==> config.mk <==
export PLATFORM = sky130hd
export DESIGN_NAME = mult_dispatch
export DESIGN_NICKNAME = d
export VERILOG_FILES = /design/src/rtl/mult_dispatch.sv
export SDC_FILE = /design/constraint.sdc
export NUM_CORES = 1
export LEC_CHECK = 0
export BUFFER_PORTS_ARGS = -buffer_cell sky130_fd_sc_hd__clkbuf_2
export CORE_UTILIZATION = 25
export DETAILED_ROUTE_END_ITERATION = 8
export GPL_TIMING_DRIVEN = 0
export PLACE_DENSITY = 0.54
export SYNTH_ARGS = -nofsm -noshare
export SYNTH_HDL_FRONTEND = slang
export SYNTH_SLANG_ARGS = --single-unit
==> constraint.sdc <==
create_clock -name clk -period 2.8 [get_ports clk]
set_input_delay 0.56 -clock clk [delete_from_list [all_inputs] [get_ports clk]]
set_output_delay 0.56 -clock clk [all_outputs]
set_load 0.02 [all_outputs]
==> src/rtl/mult_dispatch.sv <==
// Operand dispatcher and result catcher for an external multiplier controller.
// Optional WAIT-state abort is enabled with `define MULT_DISPATCH_TIMEOUT_EN.
module mult_dispatch #(
    parameter int unsigned WIDTH   = 8,
    parameter int unsigned TIMEOUT = 15
) (
    input  logic               clk,
    input  logic               rst_n,
    input  logic               in_valid,
    input  logic [WIDTH-1:0]   in_a,
    input  logic [WIDTH-1:0]   in_b,
    output logic               in_ready,
    output logic               start,
    output logic [WIDTH-1:0]   op_a,
    output logic [WIDTH-1:0]   op_b,
    input  logic               done,
    input  logic [2*WIDTH-1:0] product,
    output logic               out_valid,
    output logic [2*WIDTH-1:0] out_data,
    input  logic               out_ready,
    output logic               busy,
    output logic               timeout_err
);

`ifdef MULT_DISPATCH_TIMEOUT_EN
    localparam bit TimeoutEn = 1'b1;
`else
    localparam bit TimeoutEn = 1'b0;
`endif

    localparam logic [4:0] CntMax = 5'h1f;

    typedef enum logic [1:0] {StIdle, StLaunch, StWait, StHold} state_e;

    state_e             state_q, state_d;
    logic [WIDTH-1:0]   op_a_q, op_a_d;
    logic [WIDTH-1:0]   op_b_q, op_b_d;
    logic [2*WIDTH-1:0] out_data_q, out_data_d;
    logic               out_valid_q, out_valid_d;
    logic [4:0]         wait_cnt_q, wait_cnt_d;
    logic               done_low_q, done_low_d;
    logic               timeout_err_q, timeout_err_d;

    always_comb begin
        state_d       = state_q;
        op_a_d        = op_a_q;
        op_b_d        = op_b_q;
        out_data_d    = out_data_q;
        out_valid_d   = out_valid_q;
        wait_cnt_d    = wait_cnt_q;
        done_low_d    = done_low_q;
        timeout_err_d = timeout_err_q;
        unique case (state_q)
            StIdle: begin
                if (in_valid) begin
                    op_a_d  = in_a;
                    op_b_d  = in_b;
                    state_d = StLaunch;
                end
            end
            StLaunch: begin
                done_low_d = 1'b0;
                wait_cnt_d = '0;
                state_d    = StWait;
            end
            StWait: begin
                // A done level seen before any low sample is left over from the previous job.
                if (done && done_low_q) begin
                    out_data_d  = product;
                    out_valid_d = 1'b1;
                    state_d     = StHold;
                end else begin
                    if (!done) begin
                        done_low_d = 1'b1;
                    end
                    if (wait_cnt_q != CntMax) begin
                        wait_cnt_d = wait_cnt_q + 5'd1;
                    end
                    if (TimeoutEn && ({27'd0, wait_cnt_d} == TIMEOUT)) begin
                        timeout_err_d = 1'b1;
                        state_d       = StIdle;
                    end
                end
            end
            StHold: begin
                if (out_ready) begin
                    out_valid_d = 1'b0;
                    state_d     = StIdle;
                end
            end
            default: state_d = StIdle;
        endcase
    end

    always_ff @(posedge clk or negedge rst_n) begin
        if (!rst_n) begin
            state_q       <= StIdle;
            op_a_q        <= '0;
            op_b_q        <= '0;
            out_data_q    <= '0;
            out_valid_q   <= 1'b0;
            wait_cnt_q    <= '0;
            done_low_q    <= 1'b0;
            timeout_err_q <= 1'b0;
        end else begin
            state_q       <= state_d;
            op_a_q        <= op_a_d;
            op_b_q        <= op_b_d;
            out_data_q    <= out_data_d;
            out_valid_q   <= out_valid_d;
            wait_cnt_q    <= wait_cnt_d;
            done_low_q    <= done_low_d;
            timeout_err_q <= timeout_err_d;
        end
    end

    assign in_ready    = (state_q == StIdle);
    assign start       = (state_q == StLaunch);
    assign busy        = (state_q != StIdle);
    assign op_a        = op_a_q;
    assign op_b        = op_b_q;
    assign out_valid   = out_valid_q;
    assign out_data    = out_data_q;
    assign timeout_err = timeout_err_q;

endmodule

After elaboration in Yosys (flattened, before gate mapping)
Cells that the tools add are included.

word-level totals
  bits in registers = 36
  bits in latches = 0
  bits in writable memories = 0
  bits in read-only memories = 0
  memories = 0

cells by class
  add/sub/neg operators = 0
  multiply operators = 0
  divide/modulo/power cells = 0
  $lt $le $gt $ge = 0
  equality and inequality tests = 8
  shift operators = 0
  multiplexer cells = 10
  bitwise logic cells = 0
  reductions and logical operators = 10

operator list
  operator            number
  $ne 2x2->1 const B  5
  $reduce_and 3->1    3
  $pmux 2 s4          1
  $mux 2              3
  $reduce_bool 2->1   3
  $eq 2x2->1 const B  2
  $mux 1              4
  $pmux 1 s2          2
  $reduce_and 2->1    2
  $eq 2x1->1 const B  1
  $logic_not 2->1     1
  $logic_and 1x1->1   1

Longest topological paths before layout
Gate-level depths: netlist of run 1.

  depth after elaboration = 3
  mapped depth = 5
  mapped depth without buffers = 5

Least setup slack after synthesis of run 1
OpenSTA, ideal clock, no wires.

  kind = reg2reg
  start point = register state_q[0]
  end point = register state_q[1]
  library setup time = 0.125 ns
  data arrival time = 1.559 ns
  data required time = 2.675 ns
  setup slack = 1.116 ns
  stages on the path, launching flop included = 6
  clock period less this slack = 1.684 ns
  path through = dfrtp_1 -> inv_1 -> ha_1 -> inv_1 -> o211a_1 -> mux2_4

on the way
  cells in the longest elaborated chain, start to end = 3
  elaborated cells between the ends (all ways) = 9
  classes of those cells = eq/ne (6); mux (1); reduce/logical (2)

RTL lines
  what                               RTL line  RTL
  from (decl)                        35        state_e state_q, state_d;
  from (signal assigned)             97        state_q <= StIdle;
  from (signal assigned)             106       state_q <= state_d;
  $logic_not 2->1 (*)                --
  net in_ready                       12        output logic in_ready,
  $ne 2x2->1 (no source line)        --
  $reduce_and 3->1 (no source line)  --

The timed path passes the listed nets; every way through them passes the cells marked *.
A chain may end at the register's enable or synchronous reset.

Worst setup path in the final report of run 1
  start point = register state_q[0]
  end point = output busy

on the way
  cells in the longest elaborated chain, start to end = 1

RTL lines
  what               RTL line  RTL
  $reduce_bool 2->1  119       assign busy = (state_q != StIdle);
  to (decl)          21        output logic busy,

Every way passes these cells.

==> impl_metrics.env, run 1 <==
export IMPL_regArea_um2=901
export IMPL_mostFrequentLayoutCells="clkbuf_2, dfrtp_1, mux2_2, mux2_4"
export IMPL_clock_sinks=36
export IMPL_pwr_density_cell_mw_per_mm2=1220
export IMPL_layout_commonest_cell="clkbuf_2"
export IMPL_drtIter0Drc=12
export IMPL_vdd_drop_max_mv=0.331
export IMPL_cts_root_buf="clkbuf_8"
export IMPL_hpwl_mm=2.10
export IMPL_grtUsageTotal_pct=9.19
export IMPL_clkLatencyLatePin_ps=280
export IMPL_p_total_mw=2.54
export IMPL_dr_pass1_iters=4
export IMPL_rsz0062_at_grt="false"
export IMPL_clk_path_buf_depth=2
export IMPL_synth_area_per_cell_um2=16.1
export IMPL_wire_per_inst_um=11.4
export IMPL_netlist_area_leader_share_pct=59.4
export IMPL_wirelength_mm=2.83
export IMPL_tritoncts="yes"
export IMPL_final_hold_violation_count=0
export IMPL_die_w_um=79.9
export IMPL_synth_net_count=136
export IMPL_synthCells=94
export IMPL_critPathRequiredTime_ps=2240
export IMPL_startpoint_type="register"
export IMPL_drc_errors=0
export IMPL_fin_setup_tns_ps=0
export IMPL_fin_nets=215
export IMPL_crit_type="register to output port"
export IMPL_cts_setup_buffers=0
export IMPL_post_drt_via_cell_ratio=4.11
export IMPL_postCtsHoldBufs=0
export IMPL_synthTopCellsByArea="dfrtp_1, mux2_2, mux2_4"
export IMPL_cts_buffers_inserted=5
export IMPL_drv_cap=0
export IMPL_synth_cell_area_mm2=0.00152
export IMPL_r2r_end="op_b[5]"
export IMPL_fmax_ghz=0.544
export IMPL_die_h_um=79.9
export IMPL_fillCellCount=600
export IMPL_fin_crit_sh_pct=65.7
export IMPL_rr_startpoint="state_q[0]"
export IMPL_setup_viol_count_final=0
export IMPL_status="finished clean"
export IMPL_skew_ps=4.78
export IMPL_crit_fanout=4
export IMPL_netlist_top_cell_by_area="dfrtp_1"
export IMPL_boundaryPins=74
export IMPL_antenna_found_initial=0
export IMPL_row_count=28
export IMPL_max_slew_margin_pct=40.2
export IMPL_yosysSeqAreaShare_pct=59.4
export IMPL_htree_levels=2
export IMPL_clkTransAtPathRegs_ps=70
export IMPL_areaGrowthSynthToFinish_pct=37.3
export IMPL_hold_path_class="primary input to async pin"
export IMPL_yosys_warnings=0
export IMPL_yosysUniqueCellTypes=18
export IMPL_num_antenna_cells=0
export IMPL_worstPathArrival_ps=1280
export IMPL_drv_slew=0
export IMPL_initial_core_util_pct=25.8
export IMPL_endpoint_kind="output port"
export IMPL_worst_slew_pin_slew_ps=897
export IMPL_yosys_register_bits=36
export IMPL_layout_drive_gt1_share_pct=69.0
export IMPL_regToRegSetupSlack_ps=1130
export IMPL_ant_nets=0
export IMPL_cts_resized=0
export IMPL_grt_pass1_vias=913
export IMPL_place_congestion=0.659
export IMPL_leakagePower_nw=1.10
export IMPL_multi_input_area_um2=581
export IMPL_fin_crit_ps=1840
export IMPL_reg2reg_depth=5
export IMPL_via_count=1024
export IMPL_port_buffer_count=72
export IMPL_grt_max_degree=37
export IMPL_grt_first_pass_wirelength_mm=4.37
export IMPL_dieArea_mm2=0.00638
export IMPL_grt_overflow_total=0
export IMPL_core_area_mm2=0.00589
export IMPL_final_util_pct=35.4
[worst max-delay path by stage]
| stage | start | endpoint | slack (ps) | depth (start not counted) |
|---|---|---|---|---|
| floorplan | state_q[0] | state_q[1] | 1120 | 5 |
| global placement | state_q[0] | op_a[3] | 1120 | 5 |
| detailed placement | state_q[0] | op_b[5] | 1110 | 5 |
| CTS | state_q[0] | busy | 940 | 4 |
| global route | state_q[1] | busy | 890 | 4 |
| finish | state_q[0] | busy | 960 | 4 |
[layer usage]
metal / vias up / track usage, % / wire length [µm]
li1: 480 / - / -
met1: 487 / 11.2 / 1270
met2: 53 / 13.8 / 1280
met3: 4 / 4.11 / 241
met4: 0 / 4.29 / 40
met5: - / 0 / 0
[synth_stat cells, drive strengths merged]
cell,instances
dfrtp,36
mux2,34
ha,5
nand2,5
buf,3
inv,3
a21bo,1
a31oi,1
conb,1
nand2b,1
nand3,1
o211a,1
o2bb2ai,1
o32a,1
[cell type report]
class	instances	area share, %
Buffer	3	1.14
Clock buffer	5	3.31
Clock inverter	3	2.04
Inverter	3	0.541
Multi-Input combinational cell	52	27.9
Sequential cell	36	43.3
Tap cell	75	4.51
Timing Repair Buffer	72	17.3
[flip-flops by register name (all words and copies together), names as in the netlist]
signal	flops
done_low_q	1
op_a	8
op_b	8
out_data	16
out_valid	1
state_q	2
[worst max-delay path: stages (launching register included)]
cell and delay, ps:
dfrtp_1 400, inv_1 100, ha_1 250, inv_1 90, clkbuf_2 160
[power by group]
part | switching (mW) | leakage (nW) | internal [mW]
combinational | 0.626 | 0.612 | 0.547
sequential | 0.139 | 0.432 | 0.779
clock | 0.189 | 0.0541 | 0.263
[per-stage QoR]
step	cells	hold WS (ps)	area (µm²)	worst slack, ps
final	249	391	2080	960
after global routing	249	480	2080	888
after CTS	249	433	2080	940
after detailed placement	241	492	1970	1110
after global placement	241	485	1970	1120
after floorplan	94	264	1520	1120
[logic make-up after synthesis]
group | after synthesis | share of synthesized area (%)
mux | 34 | 28.0
compound gates | 5 | 2.97
buf+inv | 6 | 2.31
flops | 36 | 59.4
fa+ha+maj | 5 | 4.13
other cells | 1 | 0.247
simple gates | 7 | 2.97
Note: power is estimated with default switching activity, not from simulation.
==> run 2, diff against run 1 <==
--- a/config.mk
+++ b/config.mk
@@ -5,11 +5,12 @@
 export SDC_FILE = /design/constraint.sdc
 export NUM_CORES = 1
 export LEC_CHECK = 0
+export ABC_AREA = 1
 export BUFFER_PORTS_ARGS = -buffer_cell sky130_fd_sc_hd__clkbuf_2
 export CORE_UTILIZATION = 25
 export DETAILED_ROUTE_END_ITERATION = 8
 export GPL_TIMING_DRIVEN = 0
-export PLACE_DENSITY = 0.54
+export PLACE_DENSITY = 0.53
 export SYNTH_ARGS = -nofsm -noshare
 export SYNTH_HDL_FRONTEND = slang
 export SYNTH_SLANG_ARGS = --single-unit
==> constraint.sdc (replaced) <==
create_clock -name clk -period 1.95 [get_ports clk]
set_input_delay 0.39 -clock clk [delete_from_list [all_inputs] [get_ports clk]]
set_output_delay 0.39 -clock clk [all_outputs]
set_load 0.02 [all_outputs]
==> run 2 against run 1 <==
Against the previous run: sequential share of layout area fell by 2.4 points; non-clock buffer count rose by 6; first-iteration DRC count rose to 4.9 times the previous value; die area rose by 8.6%; total power rose by 41%; critical path type unchanged; largest power group unchanged.
==> impl_metrics.env, run 2 <==
export IMPL_drtIter0Drc=59
export IMPL_post_drt_via_cell_ratio=4.05
export IMPL_status="finished clean"
export IMPL_grtUsageTotal_pct=11.4
export IMPL_r2r_end="op_b[4]"
export IMPL_grt_pass1_vias=1343
export IMPL_via_count=1358
export IMPL_crit_fanout=10
export IMPL_endpoint_kind="output port"
export IMPL_synth_top_family_by_area="simple AND/OR/NAND/NOR gates"
export IMPL_slowest_delay_ps=430
export IMPL_drv_slew=0
export IMPL_rr_startpoint="state_q[1]"
export IMPL_die_h_um=83.3
export IMPL_synth_net_count=220
export IMPL_pwr_density_cell_mw_per_mm2=1630
export IMPL_vdd_drop_max_mv=0.571
export IMPL_fin_nets=299
export IMPL_layout_commonest_cell="clkbuf_2"
export IMPL_dpl_cell_area_mm2=0.00210
export IMPL_antenna_found_initial=0
export IMPL_drc_errors=0
export IMPL_grt_overflow_total=0
export IMPL_synthTopCellsByCount="nand2_1, dfrtp_1, inv_1"
export IMPL_hold_path_class="primary input to async pin"
export IMPL_skew_ps=5.94
export IMPL_clkLatencyLatePin_ps=280
export IMPL_core_area_mm2=0.00635
export IMPL_synth_simple_area_share_pct=22.7
export IMPL_areaGrowthSynthToFinish_pct=33.5
export IMPL_mostFrequentLayoutCells="clkbuf_2, nand2_1, dfrtp_1, inv_1, nand3_1"
export IMPL_row_count=29
export IMPL_netlist_top_cell_by_area="dfrtp_1"
export IMPL_fin_setup_tns_ps=0
export IMPL_rsz0062_at_grt="false"
export IMPL_fillCellCount=688
export IMPL_cts_setup_buffers=0
export IMPL_max_slew_margin_pct=38.7
export IMPL_synthTopCellsByArea="dfrtp_1, nand2_1, o21ai_2"
export IMPL_muxShareOfSynthArea_pct=0
export IMPL_cp_common_cell="inv_1"
export IMPL_leakagePower_nw=1.29
export IMPL_fin_crit_sh_pct=93.0
export IMPL_yosysSeqAreaShare_pct=54.6
export IMPL_clock_sinks=36
export IMPL_ys_flop_type="dfrtp_1"
export IMPL_yosysUniqueCellTypes=14
export IMPL_netlist_area_leader_share_pct=54.6
export IMPL_crit_path_end="busy"
export IMPL_wire_per_inst_um=10.5
export IMPL_critPathRequiredTime_ps=1560
export IMPL_cp_cell_sequence="inv_1, ha_1, buf_4, inv_1, clkbuf_2"
export IMPL_dieArea_mm2=0.00693
export IMPL_synth_edff_count=0
export IMPL_crit_path_top_delay_cell="dfrtp_1"
export IMPL_num_antenna_cells=0
export IMPL_yosys_warnings=0
export IMPL_fmax_ghz=0.552
export IMPL_layout_drive_gt1_share_pct=41.1
export IMPL_regToRegSetupSlack_ps=580
export IMPL_cts_root_buf="clkbuf_8"
export IMPL_path_depth=5
export IMPL_synth_cell_area_mm2=0.00165
export IMPL_htree_levels=2
export IMPL_largest_reg_flops=16
export IMPL_clk_path_buf_depth=2
export IMPL_final_hold_violation_count=0
export IMPL_die_w_um=83.3
export IMPL_reg2reg_depth=7
export IMPL_synth_adder_area_share_pct=3.79
export IMPL_drv_cap=0
export IMPL_cts_buffers_inserted=5
export IMPL_initial_core_util_pct=26.0
export IMPL_boundaryPins=74
export IMPL_ant_nets=0
export IMPL_wirelength_mm=3.53
export IMPL_fin_crit_ps=1810
export IMPL_yosys_register_bits=36
export IMPL_setup_viol_count_final=0
export IMPL_clkTransAtPathRegs_ps=70
export IMPL_synthCells=178
export IMPL_worstPathArrival_ps=1420
export IMPL_grt_first_pass_wirelength_mm=6.29
export IMPL_dr_pass1_iters=4
export IMPL_startpoint_type="register"
export IMPL_synth_area_per_cell_um2=9.27
export IMPL_finalInstanceArea_mm2=0.00220
export IMPL_tritoncts="yes"
export IMPL_synth_xor_area_share_pct=0
export IMPL_port_buffer_count=71
export IMPL_place_congestion=0.698
export IMPL_synth_compound_gate_area_share_pct=8.79
export IMPL_grt_max_degree=37
export IMPL_cts_resized=0
export IMPL_hpwl_mm=2.59
export IMPL_yosys_cell_count_top_type="nand2_1"
export IMPL_crit_start="state_q[1]"
export IMPL_async_flop_share_pct=100
export IMPL_postCtsHoldBufs=0
export IMPL_crit_buf_inv=4
export IMPL_crit_type="register to output port"
export IMPL_worst_slew_pin_slew_ps=920
export IMPL_cp_top_family="buffers and inverters"
## run 2: changes by cell type after synthesis, sizes merged, moves of 3 or more
cell / change
nand2: +59
mux2: -34
o21ai: +17
inv: +21
nand4: +3
nand3: +18
buf: +6
## run 2: kinds of logic after synthesis
logic type      after synthesis
fa+ha+maj                     5
flops                        36
simple gates                 86
buf+inv                      33
other cells                   1
compound gates               17
## run 2: routing by layer
metal,global-route usage (%),vias up,routed length (µm)
li1,-,705,-
met1,15.3,608,1690
met2,16.9,43,1590
met3,4.67,2,226
met4,3.29,0,15
met5,0,-,0
## run 2: worst min-delay path by stage
stage | end | slack (ps) | cells past startpoint
floorplan | done_low_q | 90 | 0
global placement | op_a[6] | 450 | 2
detailed placement | op_a[4] | 460 | 2
CTS | op_a[5] | 270 | 1
global route | op_b[2] | 310 | 1
finish | op_b[2] | 230 | 1
## run 2: worst register-to-register path, cell delays in order (launching register included)
cell and delay (ps):
dfrtp_1 440, inv_1 100, ha_1 160, buf_4 180, nand2_4 90, buf_4 180
nand2_1 60, nand2_1 50
## run 2: final cells by class
cell class                 count  area [µm²]  share of cell area, %
tap                           77        96.3                   4.37
multi-input combinational    109         586                   26.6
timing repair buffer          72         363                   16.5
clock inverter                 1        7.51                  0.341
clock buffer                   7        86.3                   3.92
inverter                      24        90.1                   4.09
buffer                         9        73.8                   3.35
sequential                    36         901                   40.9
## run 2: report_power, final
| part | internal (mW) | total (mW) | switching [mW] |
|---|---|---|---|
| logic | 0.622 | 1.74 | 1.12 |
| clock network | 0.287 | 0.542 | 0.256 |
| registers | 1.11 | 1.31 | 0.202 |
## run 2: metrics by stage
stage               hold slack, ps  std cells  setup slack, ps  total power, mW  utilization [%]
floorplan                     94.4        178              477             2.50                -
global placement               455        326              438             3.06             33.1
detailed placement             459        326              427             3.08             33.1
CTS                            266        334              109             3.65             34.6
global route                   306        335             26.9             3.91             34.7
finish                         226        335              137             3.59             34.7
==> run 3, diff against run 2 <==
--- a/config.mk
+++ b/config.mk
@@ -7,10 +7,11 @@
 export LEC_CHECK = 0
 export ABC_AREA = 1
 export BUFFER_PORTS_ARGS = -buffer_cell sky130_fd_sc_hd__clkbuf_2
+export CORE_MARGIN = 2
 export CORE_UTILIZATION = 25
 export DETAILED_ROUTE_END_ITERATION = 8
 export GPL_TIMING_DRIVEN = 0
-export PLACE_DENSITY = 0.53
+export PLACE_DENSITY = 0.55
 export SYNTH_ARGS = -nofsm -noshare
 export SYNTH_HDL_FRONTEND = slang
 export SYNTH_SLANG_ARGS = --single-unit
==> constraint.sdc (replaced) <==
create_clock -name clk -period 1.65 [get_ports clk]
set_input_delay 0.33 -clock clk [delete_from_list [all_inputs] [get_ports clk]]
set_output_delay 0.33 -clock clk [all_outputs]
set_load 0.02 [all_outputs]
==> run 3 against run 2 <==
Against the previous run: final area rose by 1.0%; total power rose by 20%; count of clock-buffer cells in the layout fell by 1; combinational power rose by 23%; critical path depth did not move; sequential share of layout area fell by 0.41 points; cell count rose by 0.60%; sequential power rose by 17%; die area rose by 4.9%.
==> impl_metrics.env, run 3 (synthesized netlist as in run 2, its figures left out) <==
export IMPL_antenna_found_initial=0
export IMPL_seqPwrFrac_pct=35.5
export IMPL_num_antenna_cells=0
export IMPL_r2r_end="op_a[5]"
export IMPL_p_int_mw=2.43
export IMPL_crit_fanout=3
export IMPL_clock_sinks=36
export IMPL_power_switching_mw=1.89
export IMPL_endpoint_kind="output port"
export IMPL_grtUsageTotal_pct=10.7
export IMPL_grt_first_pass_wirelength_mm=6.22
export IMPL_htree_levels=2
export IMPL_worstPathArrival_ps=1240
export IMPL_initial_core_util_pct=26.0
export IMPL_layout_commonest_cell="clkbuf_2"
export IMPL_stdcell_count=337
export IMPL_final_hold_violation_count=0
export IMPL_vdd_drop_max_mv=0.611
export IMPL_fin_crit_sh_pct=95.4
export IMPL_status="finished clean"
export IMPL_postCtsHoldBufs=0
export IMPL_post_drt_via_cell_ratio=4.09
export IMPL_p_total_mw=4.32
export IMPL_fin_setup_tns_ps=0
export IMPL_skew_ps=2.69
export IMPL_grt_pass1_vias=1296
export IMPL_fin_crit_ps=1570
export IMPL_ant_nets=0
export IMPL_tritoncts="yes"
export IMPL_reg2reg_depth=8
export IMPL_setup_viol_count_final=0
export IMPL_mostFrequentLayoutCells="clkbuf_2, nand2_1, dfrtp_1, inv_1, nand3_1"
export IMPL_leakagePower_nw=1.31
export IMPL_port_buffer_count=71
export IMPL_clkPwrFrac_pct=14.8
export IMPL_die_w_um=85.3
export IMPL_startpoint_type="register"
export IMPL_placed_cells=326
export IMPL_clk_path_buf_depth=2
export IMPL_wirelength_mm=3.62
export IMPL_fin_nets=301
export IMPL_worst_slew_pin_slew_ps=902
export IMPL_place_congestion=0.735
export IMPL_grt_max_degree=37
export IMPL_dr_pass1_iters=4
export IMPL_hold_path_class="primary input to async pin"
export IMPL_drtIter0Drc=41
export IMPL_critPathRequiredTime_ps=1320
export IMPL_pwr_share_comb_pct=49.6
export IMPL_core_area_mm2=0.00635
export IMPL_p_sw_share_pct=43.7
export IMPL_drc_errors=0
export IMPL_clkTransAtPathRegs_ps=70
export IMPL_clkLatencyLatePin_ps=280
export IMPL_boundaryPins=74
export IMPL_regToRegSetupSlack_ps=240
export IMPL_hpwl_mm=2.67
export IMPL_crit_type="register to output port"
export IMPL_wire_per_inst_um=10.7
export IMPL_pwr_density_cell_mw_per_mm2=1940
export IMPL_row_count=29
export IMPL_drv_slew=0
export IMPL_die_h_um=85.3
export IMPL_dieArea_mm2=0.00727
export IMPL_cts_root_buf="clkbuf_8"
export IMPL_rr_startpoint="state_q[0]"
export IMPL_final_util_pct=35.1
export IMPL_fmax_ghz=0.635
export IMPL_layout_drive_gt1_share_pct=42.7
export IMPL_rsz0062_at_grt="false"
export IMPL_grt_overflow_total=0
export IMPL_areaGrowthSynthToFinish_pct=34.9
export IMPL_cts_buffers_inserted=5
export IMPL_max_slew_margin_pct=39.9
export IMPL_largest_reg_flops=16
export IMPL_drv_cap=0
export IMPL_via_count=1378
run 3: cell types whose count changed in the layout (fill, tap and decap cells not counted), sizes merged:
cell	change
buf	+3
clkbuf	-2
clkinv	+2
clkinvlp	-1
run 3: worst max-delay path by stage:
| stage | slack [ps] | to | start |
|---|---|---|---|
| after detailed placement | 150 | busy | state_q[0] |
| after global routing | 8 | busy | state_q[1] |
| after CTS | 40 | busy | state_q[0] |
| after floorplan | 240 | busy | state_q[0] |
| final | 80 | busy | state_q[0] |
| after global placement | 170 | busy | state_q[0] |
run 3: final cells by class:
class | count | area, µm²
fill | 679 | 4120
clock inverter | 2 | 10.0
sequential | 36 | 901
multi-input combinational | 109 | 588
tap | 77 | 96.3
inverter | 24 | 90.1
timing repair buffer | 74 | 380
clock buffer | 6 | 82.6
buffer | 9 | 77.6
run 3: through the flow:
stage	area, µm²	setup slack, ps	hold WS [ps]
floorplan	1650	237	34.4
global placement	2100	172	457
detailed placement	2100	151	461
CTS	2220	41.5	201
global route	2230	7.77	233
finish	2230	76.4	157
run 3: metal layers:
layer | vias up | GRT usage, % | routed length [µm]
li1 | 706 | - | -
met5 | - | 0 | 0
met3 | 5 | 3.50 | 252
met2 | 49 | 16.1 | 1600
met1 | 618 | 14.7 | 1730
met4 | 0 | 3.46 | 46
run 3: repair_timing:
action,4_1_cts,5_1_grt
resized for setup,3,2
endpoints found under the setup margin,1,1
buffers inserted,3,0
run 3: power by group through the flow:
| stage | registers [mW] | logic, mW | clock network, mW |
|---|---|---|---|
| after floorplan | 2.03 | 0.923 | 0 |
| after global placement | 1.57 | 2.05 | 0 |
| after detailed placement | 1.57 | 2.07 | 0 |
| after CTS | 1.54 | 2.18 | 0.686 |
| after global routing | 1.60 | 2.37 | 0.731 |
| final | 1.53 | 2.14 | 0.641 |
run 3: critical path, cell delays in order (launching register included):
cell	delay [ps]
dfrtp_1	400
inv_2	90
ha_2	180
buf_6	90
inv_1	50
buf_4	150
